$ cat config.mk
export PLATFORM = sky130hd
export DESIGN_NAME = fir_mac_serial
export DESIGN_NICKNAME = d
export VERILOG_FILES = /design/src/rtl/fir_mac_serial.sv
export SDC_FILE = /design/constraint.sdc
export NUM_CORES = 1
export LEC_CHECK = 0
export ABC_CLOCK_PERIOD_IN_PS = 8800
export BUFFER_PORTS_ARGS = -buffer_cell sky130_fd_sc_hd__buf_2
export CAP_MARGIN = 5
export CORE_MARGIN = 2
export CORE_UTILIZATION = 40
export CTS_CLUSTER_DIAMETER = 30
export CTS_CLUSTER_SIZE = 40
export DETAILED_ROUTE_END_ITERATION = 10
export PLACE_DENSITY = 0.58
export RECOVER_POWER = 100
export SLEW_MARGIN = 20
export SYNTH_ARGS = -nofsm -noshare
export SYNTH_HDL_FRONTEND = slang
export SYNTH_SLANG_ARGS = --single-unit
$ cat constraint.sdc
create_clock -name clk -period 8.8 [get_ports clk]
set_clock_uncertainty 0.2 [all_clocks]
set_input_delay 1.32 -clock clk [delete_from_list [all_inputs] [get_ports clk]]
set_output_delay 1.32 -clock clk [all_outputs]
set_load 0.02 [all_outputs]
$ cat src/rtl/fir_mac_serial.sv
// Serial FIR engine: snapshots the tap line on start and accumulates one
// tap*coeff product per clock through a single shared multiplier.
//
//   state | meaning
//   ------+--------------------------------------------------------------
//   IDLE  | waiting for i_start_calc; o_busy low
//   CALC  | accumulating snap[index]*coeff[index], one tap per clock
module fir_mac_serial #(
   parameter int TOTAL_TAPS   = 9,
   parameter int BITS_PER_TAP = 8,
   parameter int COEFF_BITS   = 8,
   parameter int TOTAL_BITS   = TOTAL_TAPS*BITS_PER_TAP,
   parameter int ACC_BITS     = BITS_PER_TAP+COEFF_BITS+$clog2(TOTAL_TAPS)
) (
   input  logic                           clk,
   input  logic                           reset,
   input  logic                           i_start_calc,
   input  logic [TOTAL_BITS-1:0]          i_taps,
   input  logic [TOTAL_TAPS*COEFF_BITS-1:0] i_coeffs,
   output logic [ACC_BITS-1:0]            o_value,
   output logic                           o_valid,
   output logic                           o_busy,
   output logic                           o_overrun
);

   localparam int IDX_BITS  = (TOTAL_TAPS > 1) ? $clog2(TOTAL_TAPS) : 1;
   localparam int PROD_BITS = BITS_PER_TAP + COEFF_BITS;
   localparam logic [IDX_BITS-1:0] LAST_IDX = IDX_BITS'(TOTAL_TAPS-1);

   typedef enum logic {IDLE, CALC} state_t;

   state_t                  state, state_next;
   logic [IDX_BITS-1:0]     index, index_next;
   logic [ACC_BITS-1:0]     acc, acc_next, acc_sum;
   logic [TOTAL_BITS-1:0]   snap, snap_next;
   logic [ACC_BITS-1:0]     value_next;
   logic                    valid_next;
   logic                    overrun_next;

   logic signed [BITS_PER_TAP-1:0] tap_cur;
   logic signed [COEFF_BITS-1:0]   coeff_cur;
   logic signed [PROD_BITS-1:0]    prod;
   logic [ACC_BITS-1:0]            prod_ext;

   // Coefficients are read live; only the taps are frozen in the snapshot.
   assign tap_cur   = snap[index*BITS_PER_TAP +: BITS_PER_TAP];
   assign coeff_cur = i_coeffs[index*COEFF_BITS +: COEFF_BITS];
   assign prod      = tap_cur * coeff_cur;
   assign prod_ext  = {{(ACC_BITS-PROD_BITS){prod[PROD_BITS-1]}}, prod};
   assign acc_sum   = acc + prod_ext;
   assign o_busy    = (state == CALC);

   always_ff @(posedge clk) begin
      if (reset) begin
         state     <= IDLE;
         index     <= '0;
         acc       <= '0;
         snap      <= '0;
         o_value   <= '0;
         o_valid   <= 1'b0;
         o_overrun <= 1'b0;
      end else begin
         state     <= state_next;
         index     <= index_next;
         acc       <= acc_next;
         snap      <= snap_next;
         o_value   <= value_next;
         o_valid   <= valid_next;
         o_overrun <= overrun_next;
      end
   end

   always_comb begin
      state_next   = state;
      index_next   = index;
      acc_next     = acc;
      snap_next    = snap;
      value_next   = o_value;
      valid_next   = 1'b0;
      overrun_next = o_overrun;
      case (state)
         IDLE: begin
            if (i_start_calc) begin
               snap_next  = i_taps;
               acc_next   = '0;
               index_next = '0;
               state_next = CALC;
            end
         end
         CALC: begin
            if (i_start_calc) overrun_next = 1'b1;
            acc_next = acc_sum;
            if (index == LAST_IDX) begin
               value_next = acc_sum;
               valid_next = 1'b1;
               index_next = '0;
               state_next = IDLE;
            end else begin
               index_next = index + 1'b1;
            end
         end
         default: state_next = IDLE;
      endcase
   end

endmodule

* Word-level counts from Yosys, hierarchy flattened
Cells that the tools add are included.
Word-level totals: register bits after elaboration 119, output and inout bits 23, word-level logic and storage cells 28
Cells by class: add/subtract/negate cells 2, $mul 1, equal/unequal tests 2, shift operators 2, muxes and demuxes 9, bitwise gates (word level) 1, reductions and logical operators 4
Operator list (count):
- $shiftx 72x8->8 | 2
- $pmux 20 s2 | 1
- $add 20x20->20 | 1
- $mux 20 | 1
- $mul 8x8->16 | 1
- $mux 4 | 2
- $pmux 4 s2 | 1
- $reduce_and 2->1 | 3
- $add 4x1->4 const B | 1
- $eq 4x4->1 const B | 1
- $mux 1 | 3
- $ne 2x2->1 const B | 1
- $pmux 1 s2 | 1
- $reduce_or 2->1 | 1
- $not 1->1 | 1

* Longest topological paths before layout
Gate-level depths: netlist (run 1).
depth after elaboration 4, depth in mapped cells 31, depth with buffers taken out 29

* Worst setup path after synthesis (run 1)
Ideal clock, no wire load.
path kind in2reg, from input port i_coeffs[62], to register acc[16], library setup time 87 ps, arrival 7593 ps, path slack 920 ps, stages on the path 24, buffers on the path 0, cells stage by stage mux4_2 > mux2i_1 > nor2_1 > a21oi_1 > nor2_1 > fa_1 > fa_1 > fa_1 > inv_1 > fa_1 > inv_1 > ha_1 > a2111oi_0 > o21ai_0 > a21boi_0 > a21o_1 > a21oi_1 > xnor2_1 > ha_1 > a211oi_1 > nand2_1 > or4_4 > and3_4 > o31ai_1
On the way: longest elaborated chain between the ends 4
RTL lines:
- start: declaration | line 19 | input logic [TOTAL_TAPS*COEFF_BITS-1:0] i_coeffs,
- $shiftx 72x8->8 | line 47 | assign coeff_cur = i_coeffs[index*COEFF_BITS +: COEFF_BITS];
- $mul 8x8->16 | line 48 | assign prod = tap_cur * coeff_cur;
- $add 20x20->20 | line 50 | assign acc_sum = acc + prod_ext;
- $pmux 20 s2 | line 81 | case (state)
- end signal: assignment | line 65 | acc <= acc_next;
- end: declaration | line 34 | logic [ACC_BITS-1:0] acc, acc_next, acc_sum;
Every way passes these cells. A chain may end at the register's enable or synchronous reset.

* Worst setup path in the final report (run 1)
from register index[1], to register o_value[19]
On the way: longest elaborated chain between the ends 3, elaborated cells on any way between the ends 6, classes of those cells add/sub (1); mul (1); eq/ne (1); shift (2); reduce/logical (1)
RTL lines:
- start: declaration | line 33 | logic [IDX_BITS-1:0] index, index_next;
- start signal: assignment | line 64 | index <= index_next;
- $shiftx 72x8->8, on equally long branches | line 46, 47
- $mul 8x8->16 | line 48
- $add 20x20->20 | line 50
- end signal: assignment | line 67 | o_value <= value_next;
- end: declaration | line 20 | output logic [ACC_BITS-1:0] o_value,
Parallel ways exist; a longest one is shown, timed or not.

==> results of run 1 <==
[synth_stat cells (10+ instances only)]
master      n
a21oi_1   124
clkbuf_1   53
dfxtp_1   119
fa_1       56
ha_1       52
inv_1      97
mux2i_1    19
mux4_2     32
nand2_1   182
nand2b_1   11
nand3_1    16
nand3b_1   17
nor2_1     82
nor3_1     11
nor3b_1    12
o21a_1     10
o21ai_0    27
xnor2_1    14
[cells by family (layout without fill, tap and decap cells)]
| group | count (synthesis) | count (layout) | share of synthesized area, % |
|---|---|---|---|
| flip-flops | 119 | 119 | 26.8 |
| multiplexers | 51 | 51 | 10.3 |
| buffers and inverters | 156 | 321 | 6.65 |
| adder cells (fa/ha/maj) | 108 | 108 | 20.0 |
| AO/OA/AOI/OAI | 215 | 215 | 14.3 |
| XOR/XNOR | 24 | 24 | 2.52 |
| AND/OR/NAND/NOR | 376 | 376 | 19.4 |
[flip-flops by register name, indices dropped and copies added (netlist names)]
register and cells:
o_valid 1, o_busy 1, index 4, o_value 20
acc 20, o_overrun 1, snap 72
[layer usage]
layer / vias up / global-route usage, % / wire length (um) / share of wire [%]
li1: 3873 / - / - / -
met1: 3716 / 26.4 / 10600 / 44
met2: 193 / 35.5 / 11900 / 49
met3: 25 / 4.11 / 1270 / 5.2
met4: 2 / 6.22 / 408 / 1.7
met5: - / 0 / 7 / 0.029
[report_power, final]
group	total, mW	switching (mW)	internal [mW]
registers	0.627	0.0379	0.589
logic	1.33	0.786	0.544
clock network	0.696	0.318	0.377
[critical path: cells and delay by family, from the launching register on]
kind / cells / cell delay, ns
AOI/OAI and AO/OA: 11 / 2.04
xor gates and xnor gates: 1 / 0.20
adders and majority gates: 6 / 2.52
buffers and inverters: 6 / 0.80
DFF: 1 / 0.74
muxes: 2 / 0.26
and+or+nand+nor: 4 / 0.95
[per-stage QoR]
step	area, um^2	utilization (%)	hold WS [ns]
detailed placement	10000	46.0	0.243
floorplan	8870	-	0.233
finish	10600	48.4	0.252
CTS	10600	48.7	0.252
global placement	10000	46.0	0.239
global route	10600	48.4	0.271
[layout make-up]
type	instances	area, um^2
clock buffer	17	425
inverter	97	364
clock inverter	15	159
multi-input combinational	774	5890
sequential	119	2380
tap	280	350
timing repair buffer	192	990
fill	2217	11300
[final timing paths]
kind              start     endpoint  slack [ns]
max            index[1]  o_value[19]        0.73
min          o_value[2]   o_value[2]        0.25
max reg2reg    index[1]  o_value[19]        0.73
min reg2reg  o_value[2]   o_value[2]        0.25
==> run_results.csv, run 1 <==
group,metric,value,unit
placed_design,place_inst,1462,
clocking,clockRootBuffer,"clkbuf_16",
yosys,synthFlopType,"dfxtp_1",
yosys,async_reset_ff_share,0,%
drt,drtIter0Drc,327,
timing,setup_viol,0,
yosys,ys_seq_elements,119,
global_route,grt_pass1_vias,7754,
setup_path,worst-path-max-fanout,25,
clocking,clk_latency,0.43,ns
timing,finalHoldViolCount,0,
pwr,p_leak,4.68,nW
global_route,overflow,0,
finish,area_growth,19.0,%
pwr,p_per_area,251,nW/um^2
finish,layout_commonest_cell,"nand2_1",
timing,worst_slew_pin_slew,4.47,ns
global_route,grt_pass1_wl,39.1,mm
drt,ant_nets,0,
clocking,cts_tree,"done",
drt,vias,7809,
drt,drtPass1Iterations,5,
finish,drive_gt1_share,20.3,%
timing,post-route-min-period,8.07,ns
yosys,synth_enable_flop_cells,0,
floorplan,die_y,153,um
timing,drv_slew,139,
clocking,postCtsHoldBufs,0,
finish,final_nets,1456,
placed_design,hpwl,18.2,mm
clocking,post_cts_buffers,0,
finish,diodes,0,
floorplan,boundaryPins,170,
setup_path,endpoint_kind,"register",
setup_path,cp_data_arrival_time,7.96,ns
global_route,track_usage,20.7,%
placed_design,place_congestion,0.883,
yosys,ys_seq_area_share,26.8,%
worst_hold_path,whs_path_depth,2,
outcome,violations,"max-capacitance violations, max-slew violations",
floorplan,fp.dieArea,23400,um^2
pwr,peakVddDrop,0.000154,V
placed_design,post-place-ws,0.482,ns
timing,max_slew_margin,-198,%
clocking,clk_pin_slew,0.06,ns
pwr,p_total,2.65,mW
clocking,clk_path_buf_depth,2,
clocking,cts_resized,0,
yosys,synth_area_leaders,"dfxtp_1, fa_1, mux4_2, nand2_1, ha_1",
yosys,yosysTopAreaCell,"dfxtp_1",
drt,drc,0,
yosys,syn_area_per_cell,8.46,um^2
setup_path,reg2regPathDepth,30,
placed_design,io_buffers,169,
drt,wl_per_cell,16.2,um
floorplan,rows,54,
setup_path,crit_path_start_kind,"register",
yosys,synthDominantCellAreaShare,26.8,%
finish,fin_cells,1494,
timing,tns,0,ns
floorplan,start_util,40.7,%
setup_path,required,8.70,ns
yosys,syn_area,8870,um^2
clocking,cts.sinks,119,
timing,fin_crit_sh,91.7,%
worst_hold_path,hp-class,"register to register",
clocking,cts_made_buffers,17,
timing,rsz0062_at_grt,"no",
drt,drt-total-wl,24.2,mm
yosys,synthCells,1049,
yosys,ys_types,58,
global_route,grt_max_degree,101,
timing,max_freq,124,MHz
outcome,outcome,"complete, but fails checks",
yosys,synthesis.nets,1304,
clocking,htreeDepth,4,
yosys,yosys_warnings,0,
run,drv_cap,2,
setup_path,critPathSlowestCell,"dfxtp_2",
floorplan,dieWidth,153,um
setup_path,cpPeakStageDelay,0.74,ns
setup_path,crit_type,"register to register",
floorplan,core_area,21800,um^2
global_route,antenna_found_initial,2,
drt,viasPerCell,5.23,
finish,layout_common_cells,"nand2_1, buf_2, a21oi_1, dfxtp_1, inv_1",
timing,setup_slack,0.733,ns
No activity file was read; power rests on OpenSTA's default activity.
==> run 2, diff against run 1 <==
--- a/config.mk
+++ b/config.mk
@@ -7,14 +7,15 @@
 export LEC_CHECK = 0
 export ABC_CLOCK_PERIOD_IN_PS = 8800
 export BUFFER_PORTS_ARGS = -buffer_cell sky130_fd_sc_hd__buf_2
-export CAP_MARGIN = 5
 export CORE_MARGIN = 2
 export CORE_UTILIZATION = 40
 export CTS_CLUSTER_DIAMETER = 30
 export CTS_CLUSTER_SIZE = 40
 export DETAILED_ROUTE_END_ITERATION = 10
+export GPL_TIMING_DRIVEN = 1
 export PLACE_DENSITY = 0.58
 export RECOVER_POWER = 100
+export REMOVE_ABC_BUFFERS = 1
 export SLEW_MARGIN = 20
 export SYNTH_ARGS = -nofsm -noshare
 export SYNTH_HDL_FRONTEND = slang
==> run_results.csv, run 2 (same netlist as run 1, synthesis figures left out) <==
group,metric,value,unit
outcome,outcome,"complete, but fails checks",
outcome,violations,"max-capacitance violations, max-slew violations",
finish,layout_common_cells,"nand2_1, buf_2, a21oi_1, dfxtp_1, inv_1",
run,drv_cap,1,
timing,rsz0062_at_grt,"no",
floorplan,rows,54,
drt,ant_nets,0,
setup_path,endpoint_kind,"register",
clocking,clockRootBuffer,"clkbuf_16",
worst_hold_path,hp-class,"register to register",
timing,setup_viol,0,
finish,reg_top3,"snap (72), acc (20), o_value (20)",
finish,fin_cells,1496,
floorplan,core_area,21800,um^2
timing,post-route-min-period,8.11,ns
pwr,p_leak,4.68,nW
setup_path,crit_path_start_kind,"primary input",
timing,max_freq,123,MHz
floorplan,dieWidth,153,um
placed_design,io_buffers,169,
finish,final_nets,1456,
setup_path,cpPeakStageDelay,0.52,ns
finish,utilization,48.4,%
placed_design,place_inst,1462,
clocking,clk_pin_slew,0.06,ns
finish,layout_commonest_cell,"nand2_1",
worst_hold_path,whs_path_depth,2,
drt,vias,7686,
placed_design,hpwl,16.6,mm
pwr,peakVddDrop,0.000109,V
global_route,overflow,0,
drt,viasPerCell,5.14,
setup_path,required,8.70,ns
drt,drt-total-wl,22.5,mm
setup_path,crit_type,"primary input to register",
clocking,clk_latency,0.43,ns
floorplan,die_y,153,um
clocking,clk_path_buf_depth,2,
setup_path,worst-path-max-fanout,8,
clocking,postCtsHoldBufs,0,
clocking,post_cts_buffers,0,
drt,drc,0,
finish,largest_reg_flops,72,
placed_design,place_area,10000,um^2
timing,worst_slew_pin_slew,4.41,ns
finish,drive_gt1_share,20.2,%
floorplan,start_util,40.7,%
finish,top_register,"snap",
pwr,p_total,2.65,mW
pwr,p_per_area,251,nW/um^2
floorplan,boundaryPins,170,
timing,tns,0,ns
clocking,cts.sinks,119,
timing,finalHoldViolCount,0,
finish,area_growth,19.1,%
timing,drv_slew,99,
finish,postLayoutCellArea,10600,um^2
clocking,cts_resized,0,
global_route,grt_pass1_wl,37.4,mm
floorplan,fp.dieArea,23400,um^2
setup_path,critPathSlowestCell,"fa_1",
drt,drtIter0Drc,286,
clocking,cts_tree,"done",
global_route,track_usage,19.5,%
drt,wl_per_cell,15.1,um
global_route,antenna_found_initial,7,
global_route,grt_max_degree,99,
placed_design,post-place-ws,0.377,ns
drt,drtPass1Iterations,5,
setup_path,cp_data_arrival_time,8.02,ns
timing,fin_crit_sh,92.2,%
global_route,grt_pass1_vias,7652,
placed_design,place_congestion,0.883,
timing,max_slew_margin,-194,%
clocking,cts_made_buffers,17,
setup_path,reg2regPathDepth,29,
clocking,htreeDepth,4,
timing,setup_slack,0.687,ns
timing,holdWs,0.252,ns
-- run 2: metal layers --
metal / track usage [%] / wire length, um / share of wire [%] / vias to the layer above
li1: - / - / - / 3867
met1: 25.6 / 10300 / 46 / 3572
met2: 31.9 / 10400 / 46 / 209
met3: 5.50 / 1450 / 6.4 / 30
met4: 4.94 / 318 / 1.4 / 8
met5: 0 / 57 / 0.25 / -
-- run 2: cell type report --
cell class	count	area (um^2)
diodes	2	5.00
clock buffers	17	425
clock inverters	15	158
fillers	2230	11300
inverters	97	364
multi-input cells	774	5890
flip-flops and latches	119	2380
well taps	280	350
repair buffers	192	988
-- run 2: final timing paths --
kind / startpoint / to / slack (ns)
max: i_coeffs[57] / o_value[19] / 0.69
min: o_value[11] / o_value[11] / 0.25
max reg2reg: index[3] / o_value[19] / 0.75
min reg2reg: o_value[11] / o_value[11] / 0.25
-- run 2: report_power, final --
group          leakage (nW)  switching, mW  internal, mW  total [mW]
sequential            0.973         0.0327         0.589       0.622
clock                 0.287          0.303         0.402       0.704
combinational          3.42          0.784         0.542        1.33
-- run 2: critical path: cells and delay by family --
kind / cells / cell delay, ns
AOI/OAI and AO/OA: 11 / 1.89
xor gates and xnor gates: 1 / 0.20
adders and majority gates: 7 / 2.53
buffers and inverters: 4 / 0.54
muxes: 2 / 0.68
and+or+nand+nor: 5 / 0.83
